## src/rtl/cdc_frame_rx_pkg.sv

```systemverilog
// cdc_pkg: shared frame types and defaults for the CDC framer pair.
// No ports; imported by the receive path and the future transmit framer.
package cdc_pkg;

  typedef enum logic [1:0] {
    HUNT,
    LEN,
    PAYLOAD,
    CSUM
  } frx_state_t;

  typedef enum logic [1:0] {
    ERR_NONE,
    ERR_CSUM,
    ERR_LEN,
    ERR_TMO
  } frx_err_t;

  localparam logic [7:0] SYNC_BYTE_DEF = 8'hA5;
  localparam int         MAX_LEN_DEF   = 64;
  localparam int         TIMEOUT_DEF   = 255;

endpackage

```

## src/rtl/cdc_frame_rx_if.sv

```systemverilog
// cdc_frame_rx_if: byte stream in, payload/status/stats out.
// master = stream source and consumer; slave = the receiver.
interface cdc_frame_rx_if #(
  parameter int WIDTH = 8
);

  logic             data_valid_b;
  logic [WIDTH-1:0] data_b;
  logic             pld_valid;
  logic [WIDTH-1:0] pld_data;
  logic             pld_first;
  logic             pld_last;
  logic             frame_done;
  logic             frame_ok;
  logic [1:0]       frame_err;
  logic [15:0]      frame_cnt;
  logic [15:0]      err_cnt;

  modport master (
    output data_valid_b, data_b,
    input  pld_valid, pld_data,
    input  pld_first, pld_last,
    input  frame_done, frame_ok,
    input  frame_err,
    input  frame_cnt, err_cnt
  );

  modport slave (
    input  data_valid_b, data_b,
    output pld_valid, pld_data,
    output pld_first, pld_last,
    output frame_done, frame_ok,
    output frame_err,
    output frame_cnt, err_cnt
  );

endinterface

```

## src/rtl/cdc_frame_rx_stats.sv

```systemverilog
// frx_stats: accepted-frame count (wraps) and rejected count (saturates).
// Ports: clk_b, rst_n, inc_ok_i, inc_err_i, frame_cnt_o, err_cnt_o.
module frx_stats
  import cdc_pkg::*;
(
  input  logic        clk_b,
  input  logic        rst_n,
  input  logic        inc_ok_i,
  input  logic        inc_err_i,
  output logic [15:0] frame_cnt_o,
  output logic [15:0] err_cnt_o
);

  logic [15:0] frame_q, frame_d;
  logic [15:0] err_q, err_d;

  always_comb begin
    frame_d = frame_q;
    err_d   = err_q;
    if (inc_ok_i)
      frame_d = frame_q + 16'd1;
    if (inc_err_i && (err_q != 16'hFFFF))
      err_d = err_q + 16'd1;
  end

  always_ff @(posedge clk_b or negedge rst_n) begin
    if (!rst_n) begin
      frame_q <= '0;
      err_q   <= '0;
    end else begin
      frame_q <= frame_d;
      err_q   <= err_d;
    end
  end

  assign frame_cnt_o = frame_q;
  assign err_cnt_o   = err_q;

endmodule

```

## src/rtl/cdc_frame_rx.sv

```systemverilog
// cdc_frame_rx: clk_b deframer for SYNC, LEN, payload[LEN], CSUM.
// Ports: clk_b, rst_n, rx (slave): stream in; payload/status/stats out.
module cdc_frame_rx
  import cdc_pkg::*;
#(
  parameter int               WIDTH     = 8,
  parameter logic [WIDTH-1:0] SYNC_BYTE = SYNC_BYTE_DEF,
  parameter int               MAX_LEN   = MAX_LEN_DEF,
  parameter int               TIMEOUT   = TIMEOUT_DEF
) (
  input logic           clk_b,
  input logic           rst_n,
  cdc_frame_rx_if.slave rx
);

  if (WIDTH != 8 || MAX_LEN < 1 || MAX_LEN > 255 ||
      TIMEOUT < 1 || TIMEOUT > 65535) begin : g_param_chk
    $error("cdc_frame_rx: illegal parameter value");
  end

  localparam logic [7:0]  MAX_LEN_B = 8'(MAX_LEN);
  localparam logic [15:0] TMO_LAST  = 16'(TIMEOUT - 1);

  frx_state_t       state_q, state_d;
  logic [7:0]       len_q, len_d;
  logic [7:0]       sum_q, sum_d;
  logic [7:0]       cnt_q, cnt_d;
  logic [15:0]      tmo_q, tmo_d;
  logic             pv_q, pv_d;
  logic [WIDTH-1:0] pd_q, pd_d;
  logic             pf_q, pf_d;
  logic             pl_q, pl_d;
  logic             done_q, done_d;
  logic             ok_q, ok_d;
  frx_err_t         err_q, err_d;

  logic             vld;
  logic [WIDTH-1:0] din;
  logic             expire;
  logic             inc_ok, inc_err;
  logic [15:0]      frame_cnt, err_cnt;

  assign vld = rx.data_valid_b;
  assign din = rx.data_b;

  // Idle limit reached this cycle; a byte arriving now takes priority.
  assign expire = (state_q != HUNT) && !vld &&
                  (tmo_q == TMO_LAST);

  always_comb begin
    state_d = state_q;
    len_d   = len_q;
    sum_d   = sum_q;
    cnt_d   = cnt_q;
    tmo_d   = '0;
    pv_d    = 1'b0;
    pd_d    = pd_q;
    pf_d    = 1'b0;
    pl_d    = 1'b0;
    done_d  = 1'b0;
    ok_d    = 1'b0;
    err_d   = ERR_NONE;
    if (state_q != HUNT)
      tmo_d = vld ? 16'd0 : tmo_q + 16'd1;
    unique case (state_q)
      HUNT: begin
        if (vld && din == SYNC_BYTE) begin
          state_d = LEN;
          cnt_d   = '0;
        end
      end
      LEN: begin
        if (vld) begin
          len_d = din;
          sum_d = din;
          cnt_d = '0;
          if (din == 8'd0) begin
            state_d = CSUM;
          end else if (din > MAX_LEN_B) begin
            state_d = HUNT;
            done_d  = 1'b1;
            err_d   = ERR_LEN;
          end else begin
            state_d = PAYLOAD;
          end
        end
      end
      PAYLOAD: begin
        if (vld) begin
          pv_d  = 1'b1;
          pd_d  = din;
          pf_d  = (cnt_q == 8'd0);
          pl_d  = (cnt_q + 8'd1 == len_q);
          sum_d = sum_q + din;
          cnt_d = cnt_q + 8'd1;
          if (cnt_q + 8'd1 == len_q)
            state_d = CSUM;
        end
      end
      CSUM: begin
        if (vld) begin
          state_d = HUNT;
          done_d  = 1'b1;
          ok_d    = (din == sum_q);
          err_d   = (din == sum_q) ? ERR_NONE
                                   : ERR_CSUM;
        end
      end
    endcase
    if (expire) begin
      state_d = HUNT;
      done_d  = 1'b1;
      err_d   = ERR_TMO;
    end
    if (state_d == HUNT)
      tmo_d = '0;
  end

  always_ff @(posedge clk_b or negedge rst_n) begin
    if (!rst_n) begin
      state_q <= HUNT;
      len_q   <= '0;
      sum_q   <= '0;
      cnt_q   <= '0;
      tmo_q   <= '0;
      pv_q    <= 1'b0;
      pd_q    <= '0;
      pf_q    <= 1'b0;
      pl_q    <= 1'b0;
      done_q  <= 1'b0;
      ok_q    <= 1'b0;
      err_q   <= ERR_NONE;
    end else begin
      state_q <= state_d;
      len_q   <= len_d;
      sum_q   <= sum_d;
      cnt_q   <= cnt_d;
      tmo_q   <= tmo_d;
      pv_q    <= pv_d;
      pd_q    <= pd_d;
      pf_q    <= pf_d;
      pl_q    <= pl_d;
      done_q  <= done_d;
      ok_q    <= ok_d;
      err_q   <= err_d;
    end
  end

  // Counters see the event a cycle early so they move with frame_done.
  assign inc_ok  = done_d & ok_d;
  assign inc_err = done_d & ~ok_d;

  frx_stats u_stats (
    .clk_b       (clk_b),
    .rst_n       (rst_n),
    .inc_ok_i    (inc_ok),
    .inc_err_i   (inc_err),
    .frame_cnt_o (frame_cnt),
    .err_cnt_o   (err_cnt)
  );

  assign rx.pld_valid  = pv_q;
  assign rx.pld_data   = pd_q;
  assign rx.pld_first  = pf_q;
  assign rx.pld_last   = pl_q;
  assign rx.frame_done = done_q;
  assign rx.frame_ok   = ok_q;
  assign rx.frame_err  = err_q;
  assign rx.frame_cnt  = frame_cnt;
  assign rx.err_cnt    = err_cnt;

endmodule

```

## src/flat_wrapper.sv

```systemverilog
// flat-port wrapper written by rule: the top's interface ports become plain ports
module cdc_frame_rx_flat import cdc_pkg::*;
#(
  parameter int               WIDTH     = 8,
  parameter logic [WIDTH-1:0] SYNC_BYTE = SYNC_BYTE_DEF,
  parameter int               MAX_LEN   = MAX_LEN_DEF,
  parameter int               TIMEOUT   = TIMEOUT_DEF
)
  (clk_b, rst_n, rx_data_valid_b, rx_data_b, rx_pld_valid, rx_pld_data, rx_pld_first, rx_pld_last, rx_frame_done, rx_frame_ok, rx_frame_err, rx_frame_cnt, rx_err_cnt);
  cdc_frame_rx_if #(.WIDTH(WIDTH)) rx_i ();
  input logic clk_b;
  input logic rst_n;
  input wire logic [$bits(rx_i.data_valid_b)-1:0] rx_data_valid_b;
  input wire logic [$bits(rx_i.data_b)-1:0] rx_data_b;
  output wire logic [$bits(rx_i.pld_valid)-1:0] rx_pld_valid;
  output wire logic [$bits(rx_i.pld_data)-1:0] rx_pld_data;
  output wire logic [$bits(rx_i.pld_first)-1:0] rx_pld_first;
  output wire logic [$bits(rx_i.pld_last)-1:0] rx_pld_last;
  output wire logic [$bits(rx_i.frame_done)-1:0] rx_frame_done;
  output wire logic [$bits(rx_i.frame_ok)-1:0] rx_frame_ok;
  output wire logic [$bits(rx_i.frame_err)-1:0] rx_frame_err;
  output wire logic [$bits(rx_i.frame_cnt)-1:0] rx_frame_cnt;
  output wire logic [$bits(rx_i.err_cnt)-1:0] rx_err_cnt;
  assign rx_i.data_valid_b = rx_data_valid_b;
  assign rx_i.data_b = rx_data_b;
  assign rx_pld_valid = rx_i.pld_valid;
  assign rx_pld_data = rx_i.pld_data;
  assign rx_pld_first = rx_i.pld_first;
  assign rx_pld_last = rx_i.pld_last;
  assign rx_frame_done = rx_i.frame_done;
  assign rx_frame_ok = rx_i.frame_ok;
  assign rx_frame_err = rx_i.frame_err;
  assign rx_frame_cnt = rx_i.frame_cnt;
  assign rx_err_cnt = rx_i.err_cnt;
  cdc_frame_rx #(.WIDTH(WIDTH), .SYNC_BYTE(SYNC_BYTE), .MAX_LEN(MAX_LEN), .TIMEOUT(TIMEOUT)) u_core (.clk_b(clk_b), .rst_n(rst_n), .rx(rx_i));
endmodule
```

## config.mk

```make
export PLATFORM = sky130hd
export DESIGN_NAME = cdc_frame_rx_flat
export DESIGN_NICKNAME = d
export VERILOG_FILES = /design/src/rtl/cdc_frame_rx_pkg.sv /design/src/rtl/cdc_frame_rx_if.sv /design/src/rtl/cdc_frame_rx_stats.sv /design/src/rtl/cdc_frame_rx.sv /design/src/flat_wrapper.sv
export SDC_FILE = /design/constraint.sdc
export NUM_CORES = 1
export LEC_CHECK = 0
export CAP_MARGIN = 10
export CORE_UTILIZATION = 45
export CTS_CLUSTER_SIZE = 16
export DETAILED_ROUTE_END_ITERATION = 12
export GPL_ROUTABILITY_DRIVEN = 0
export PLACE_DENSITY = 0.67
export SYNTH_ARGS = -nofsm -noshare
export SYNTH_HDL_FRONTEND = slang
export SYNTH_HIERARCHICAL = 1
export SYNTH_SLANG_ARGS = --single-unit
```

## constraint.sdc

```tcl
create_clock -name clk_b -period 6.28 [get_ports clk_b]
set_clock_uncertainty 0.05 [all_clocks]
set_input_delay 1.256 -clock clk_b [delete_from_list [all_inputs] [get_ports clk_b]]
set_output_delay 1.256 -clock clk_b [all_outputs]
set_load 0.02 [all_outputs]
```

### Yosys cells after proc, flatten, opt, wreduce, memory -nomap -nowiden

Index checks and enable logic that the tools add are counted.

* mux-type cells: 39
* $lt $le $gt $ge: 1
* bitwise operators: 3
* reduce and logical (&&, ||, !) cells: 16
* add/subtract/negate cells: 5
* eq/ne operators: 11

Operators by type and width (count)
* $add 16x1->16 const B: 3
* $mux 16: 3
* $mux 8: 5
* $mux 2: 13
* $pmux 8 s3: 1
* $eq 16x8->1 const B: 1
* $eq 8x8->1: 2
* $logic_not 8->1: 2
* $ne 16x16->1 const B: 1
* $pmux 8 s2: 1
* $mux 1: 13
* $add 8x1->8 const B: 1
* $add 8x8->8: 1
* $eq 8x8->1 const B: 1
* $gt 8x7->1 const B: 1
* $pmux 2 s4: 1
* $eq 2x2->1 const B: 2
* $logic_and 1x1->1: 4
* $logic_not 2->1: 2
* $ne 2x2->1 const B: 2
* $pmux 2 s2: 1
* $reduce_and 2->1: 2
* $reduce_and 4->1: 1
* $reduce_bool 2->1: 2
* other kinds (8): 9

* register bits after elaboration: 89
* input bits: 11
* output and inout port bits: 47
* word-level logic and storage cells: 89

### Depth between registers and ports, before layout

* depth in word-level cells: 8
* depth in mapped cells: 12
* gate-level depth less buffers: 10

### Cells and area by module

The synthesis kept the hierarchy.

Modules (own cells, without submodules)
* cdc_frame_rx: cells each 350, times used 1, area each 3116.7 um^2, seq. area each 1426.4 um^2
* frx_stats: cells each 138, times used 1, area each 1514.0 um^2, seq. area each 800.8 um^2

### Least setup slack after synthesis

No wires, ideal clock.

* kind: input to register
* from: input rx_data_valid_b
* to: register u_core.u_stats.err_q[15], in the netlist u_core/u_stats/err_cnt_o[15]
* buffers on the path: 2
* arrival time: 3241 ps
* cell stages on the path: 9
* library setup time: 128 ps
* data required time: 6102 ps
* setup slack: 2861 ps
* path through: buf_2 -> inv_1 -> o21ai_4 -> or4_1 -> buf_6 -> a21oi_1 -> and4_1 -> nand4_1 -> mux2_1

* longest elaborated chain between the ends: 6
* elaborated cells on any way between the ends: 12
* classes of those cells: mux (6); bitwise (2); reduce/logical (4)

RTL lines
* from (decl): RTL line flat_wrapper.sv:13 `input wire logic [$bits(rx_i.data_valid_b)-1:0] rx_data_valid_b;`
* branches (longest 4 deep; another with $pmux 1 s2)
* $and 1x1->1 (*): RTL line cdc_frame_rx.sv:151 `assign inc_err = done_d & ~ok_d;`
* named net u_core.inc_err: RTL line cdc_frame_rx.sv:40 `logic inc_ok, inc_err;`
* $logic_and 1x1->1 (*): RTL line cdc_frame_rx_stats.sv:22 `if (inc_err_i && (err_q != 16'hFFFF))`
* to (signal assigned): RTL line cdc_frame_rx_stats.sv:32 `err_q <= err_d;`
* to (decl): RTL line cdc_frame_rx_stats.sv:15 `logic [15:0] err_q, err_d;`

Mark *: on every way through the listed nets, which the timed path passes.
A chain may end at the register's enable or synchronous reset.

### Final worst setup path

Ends and elaborated chain as after synthesis.

==> impl_results.rst <==
.. list-table::
   :header-rows: 1

   * - Metric
     - Value
   * - Peak VDD IR
     - 0.159 mV
   * - Ordered list of cells on the worst path
     - clkdlybuf4s50_1, inv_1, o21ai_4, or4_1, a21oi_1, and4_1, nand4_1, mux2_1
   * - Total setup buffers inserted after CTS
     - 0
   * - DP HPWL
     - 7.24 mm
   * - Number of flops mapped to enable cells by yosys
     - 0
   * - Data arrival time at the worst-slack endpoint
     - slightly above 4 ns
   * - Count of endpoints failing hold in the final timing report
     - 0
   * - Initial antenna violation count
     - 0
   * - Leakage power summed over all cells
     - 2.51 nW
   * - Layout cells sized above 1
     - 0.0549
   * - CP max-delay cell
     - sky130_fd_sc_hd__or4_1
   * - Max Clock Freq
     - 0.258 GHz
   * - H-tree lvl count
     - 3
   * - Yosys synthesis warning count
     - 6
   * - Syn avg cell area
     - 9.49 sq um
   * - Post-synthesis register bit count
     - 89
   * - Overall routing resource usage
     - 0.208
   * - Floorplan row count
     - 36
   * - Clk sinks
     - 89
   * - Power density over the cells
     - 335 nW/um^2
   * - Worst max-slew margin expressed relative to the limit
     - 0.507
   * - Flip-flop and latch area
     - between 2000 and 2500 sq um
   * - Detailed-route wire length per cell
     - 14.8 microns
   * - CTS tree
     - done
   * - Dominant synthesized flop cell
     - sky130_fd_sc_hd__dfrtp_1
   * - Number of detailed-routing iterations run before antenna repair
     - 4
   * - Layout fillers
     - 875
   * - Clock edge transition at the registers on the reported setup and hold paths
     - 0.09 ns
   * - Number of buffer and inverter instances along the worst setup path
     - 2
   * - Floorplan core area
     - 9860 sq um
   * - Root buf cell
     - sky130_fd_sc_hd__clkbuf_8
   * - Die width
     - 103 microns
   * - DRC violation total after the first TritonRoute iteration
     - 166
   * - Number of CTS-inserted buffers
     - 9
   * - Starting density of the core
     - 0.469
   * - Async set-reset flop share out of synthesis
     - 1.00
   * - Area grow syn2layout
     - 19.1%
   * - Most used cells in the layout excluding fill and tap cells
     - sky130_fd_sc_hd__dfrtp_1 (89), sky130_fd_sc_hd__nand2_1 (86), sky130_fd_sc_hd__clkdlybuf4s50_1 (56)
   * - Via density
     - about 5.3
   * - Number of maximum-capacitance constraint violations
     - 0
   * - Multi-input combinational cell area
     - 2260 sq um
   * - NumNets Final
     - 567
   * - Area of the die
     - 10700 sq um
   * - Final setup violation count
     - 0
   * - Class of the tightest hold or removal check
     - register to register
   * - CP endpoint kind
     - register
   * - Crit path largest cell delay
     - 0.68 ns
   * - Run status
     - completed
   * - Final number of max-transition violations
     - 0
   * - Vias after detailed routing
     - 3629
   * - Clock buffer depth
     - 2
   * - Post-CTS sizing
     - 0
   * - CP top delay family
     - simple AND/OR/NAND/NOR gates
   * - Total wire length
     - 10.0 mm
   * - Count of antenna diodes in the layout
     - 0
   * - RSZ-0062 raised after global routing
     - false
   * - Final routed DRC violation total
     - 0
   * - Portion of the clock cycle consumed by the worst path in the final layout
     - 0.618
   * - Top-level port count
     - 58
   * - Crit Path Category
     - input port to register
   * - Total Negative Setup Slacks
     - 0 ns
   * - Post-CTS Hold Buffers
     - 0
   * - Wire length of the first global-routing pass
     - 17.0 mm
   * - Skew-Pair Late Insertion Delay
     - 0.36 ns
   * - Worst setup SP type
     - input port
   * - Vias in the first global route
     - roughly 3500
   * - Largest net degree at the start of global routing
     - 60
   * - Maximum fanout count along the critical path
     - 9
   * - Netlist area before placement
     - 4630 sq um
   * - Post-Synthesis Cells
     - 488
   * - Synth unique cells
     - 58
   * - Required time at the endpoint of the critical path
     - 6.48 ns
   * - Period minus WS final
     - between 3 and 4 ns
   * - Overall overflow remaining after global route
     - 0
   * - Remaining antenna violation count after routing
     - 0
   * - Die height
     - between 100 and 150 microns
   * - Fraction of the yosys area taken by sequential cells
     - 0.481
   * - Utilization after layout
     - 0.559
   * - Count of input and output buffers
     - 57
   * - Syn_nets
     - 513
   * - Transition time at the pin with the least slew margin
     - 0.739 ns
   * - Most frequent standard cell in the layout excluding fill and tap cells
     - sky130_fd_sc_hd__dfrtp_1
==> routing by layer <==
metal,global-route usage,part of all wire
met1,0.260,0.45
met2,0.354,0.49
met3,0.0430,0.039
met4,0.0769,0.018
met5,0,0
==> worst paths after layout <==
path / start / end / slack [ns] / cells after the start
worst min-delay path: u_core/u_stats/frame_cnt_o[15] / u_core/u_stats/frame_cnt_o[15] / 0.42 / 1
min in group asynchronous: rst_n / u_core/cnt_q[1] / 0.76 / 1
worst min register to register: u_core/u_stats/frame_cnt_o[15] / u_core/u_stats/frame_cnt_o[15] / 0.42 / 1
max in group asynchronous: rst_n / u_core/u_stats/frame_cnt_o[7] / 4.31 / 2
worst max-delay path: rx_data_valid_b / u_core/u_stats/err_cnt_o[15] / 2.40 / 8
worst max register to register: u_core/tmo_q[0] / u_core/u_stats/err_cnt_o[15] / 3.24 / 9
==> kinds of logic after synthesis <==
logic type,Yosys count,share of synthesized area
fa+ha+maj,14,0.0394
buf+inv,29,0.0308
mux,7,0.0159
xor+xnor,51,0.0965
simple gates,234,0.252
compound gates,64,0.0846
flops,89,0.481
==> through the flow <==
step                area, sq um  setup WS [ns]  hold WS (ns)  total power [mW]  cells
finish                     5510           2.40         0.421              1.85    679
global placement           5290           2.18         0.410              1.39    664
global route               5510           2.14         0.442              1.98    679
floorplan                  4630           2.86         0.404              1.21    488
detailed placement         5290           2.04         0.418              1.42    664
CTS                        5510           2.43         0.430              1.86    679
==> cells in the mapped netlist, drive strengths merged (2+ instances only) <==
| cell | count | share of area |
|---|---|---|
| a21oi | 17 | 0.018 |
| nor3 | 4 | 0.0043 |
| xnor2 | 30 | 0.057 |
| mux2 | 3 | 0.0073 |
| or4 | 3 | 0.0049 |
| inv | 13 | 0.011 |
| dfrtp | 89 | 0.48 |
| o21bai | 2 | 0.0032 |
| clkbuf | 11 | 0.011 |
| and3 | 15 | 0.020 |
| ha | 13 | 0.035 |
| o21ai | 28 | 0.034 |
| nor2 | 42 | 0.034 |
| mux2i | 4 | 0.0086 |
| a31oi | 3 | 0.0041 |
| and4 | 7 | 0.013 |
| xor2 | 21 | 0.040 |
| and2 | 2 | 0.0030 |
| nand2 | 87 | 0.072 |
| nor4 | 6 | 0.0095 |
| a21o | 4 | 0.0065 |
| nor2b | 8 | 0.011 |
| buf | 5 | 0.0092 |
| nand4 | 16 | 0.022 |
| nand3 | 29 | 0.032 |
| or3 | 3 | 0.0041 |
| nand2b | 6 | 0.0097 |
==> registers in the layout, summed over array words and instances, names as in the netlist <==
| name | flops |
|---|---|
| u_core/rx.pld_first | 1 |
| u_core/rx.frame_ok | 1 |
| u_core/cnt_q | 8 |
| u_core/u_stats/err_cnt_o | 16 |
| u_core/rx.pld_data | 8 |
| u_core/len_q | 8 |
| u_core/rx.pld_last | 1 |
| u_core/tmo_q | 16 |
| u_core/u_stats/frame_cnt_o | 16 |
| u_core/sum_q | 8 |
| u_core/rx.frame_err | 2 |
| u_core/rx.pld_valid | 1 |
| u_core/state_q | 2 |
| u_core/rx.frame_done | 1 |
==> area by class of cell <==
cell class	count	share of cell area
inverter	13	0.00885
multi-input combinational	370	0.410
timing repair buffer	59	0.106
tap	133	0.0302
sequential	89	0.404
clock buffer	11	0.0275
clock inverter	4	0.0138
==> power breakdown <==
part	leakage, nW	switching (mW)	internal [mW]
registers	1.19	0.104	0.678
logic	1.21	0.350	0.269
clock network	0.112	0.201	0.244
No activity file was read; power rests on OpenSTA's default activity.
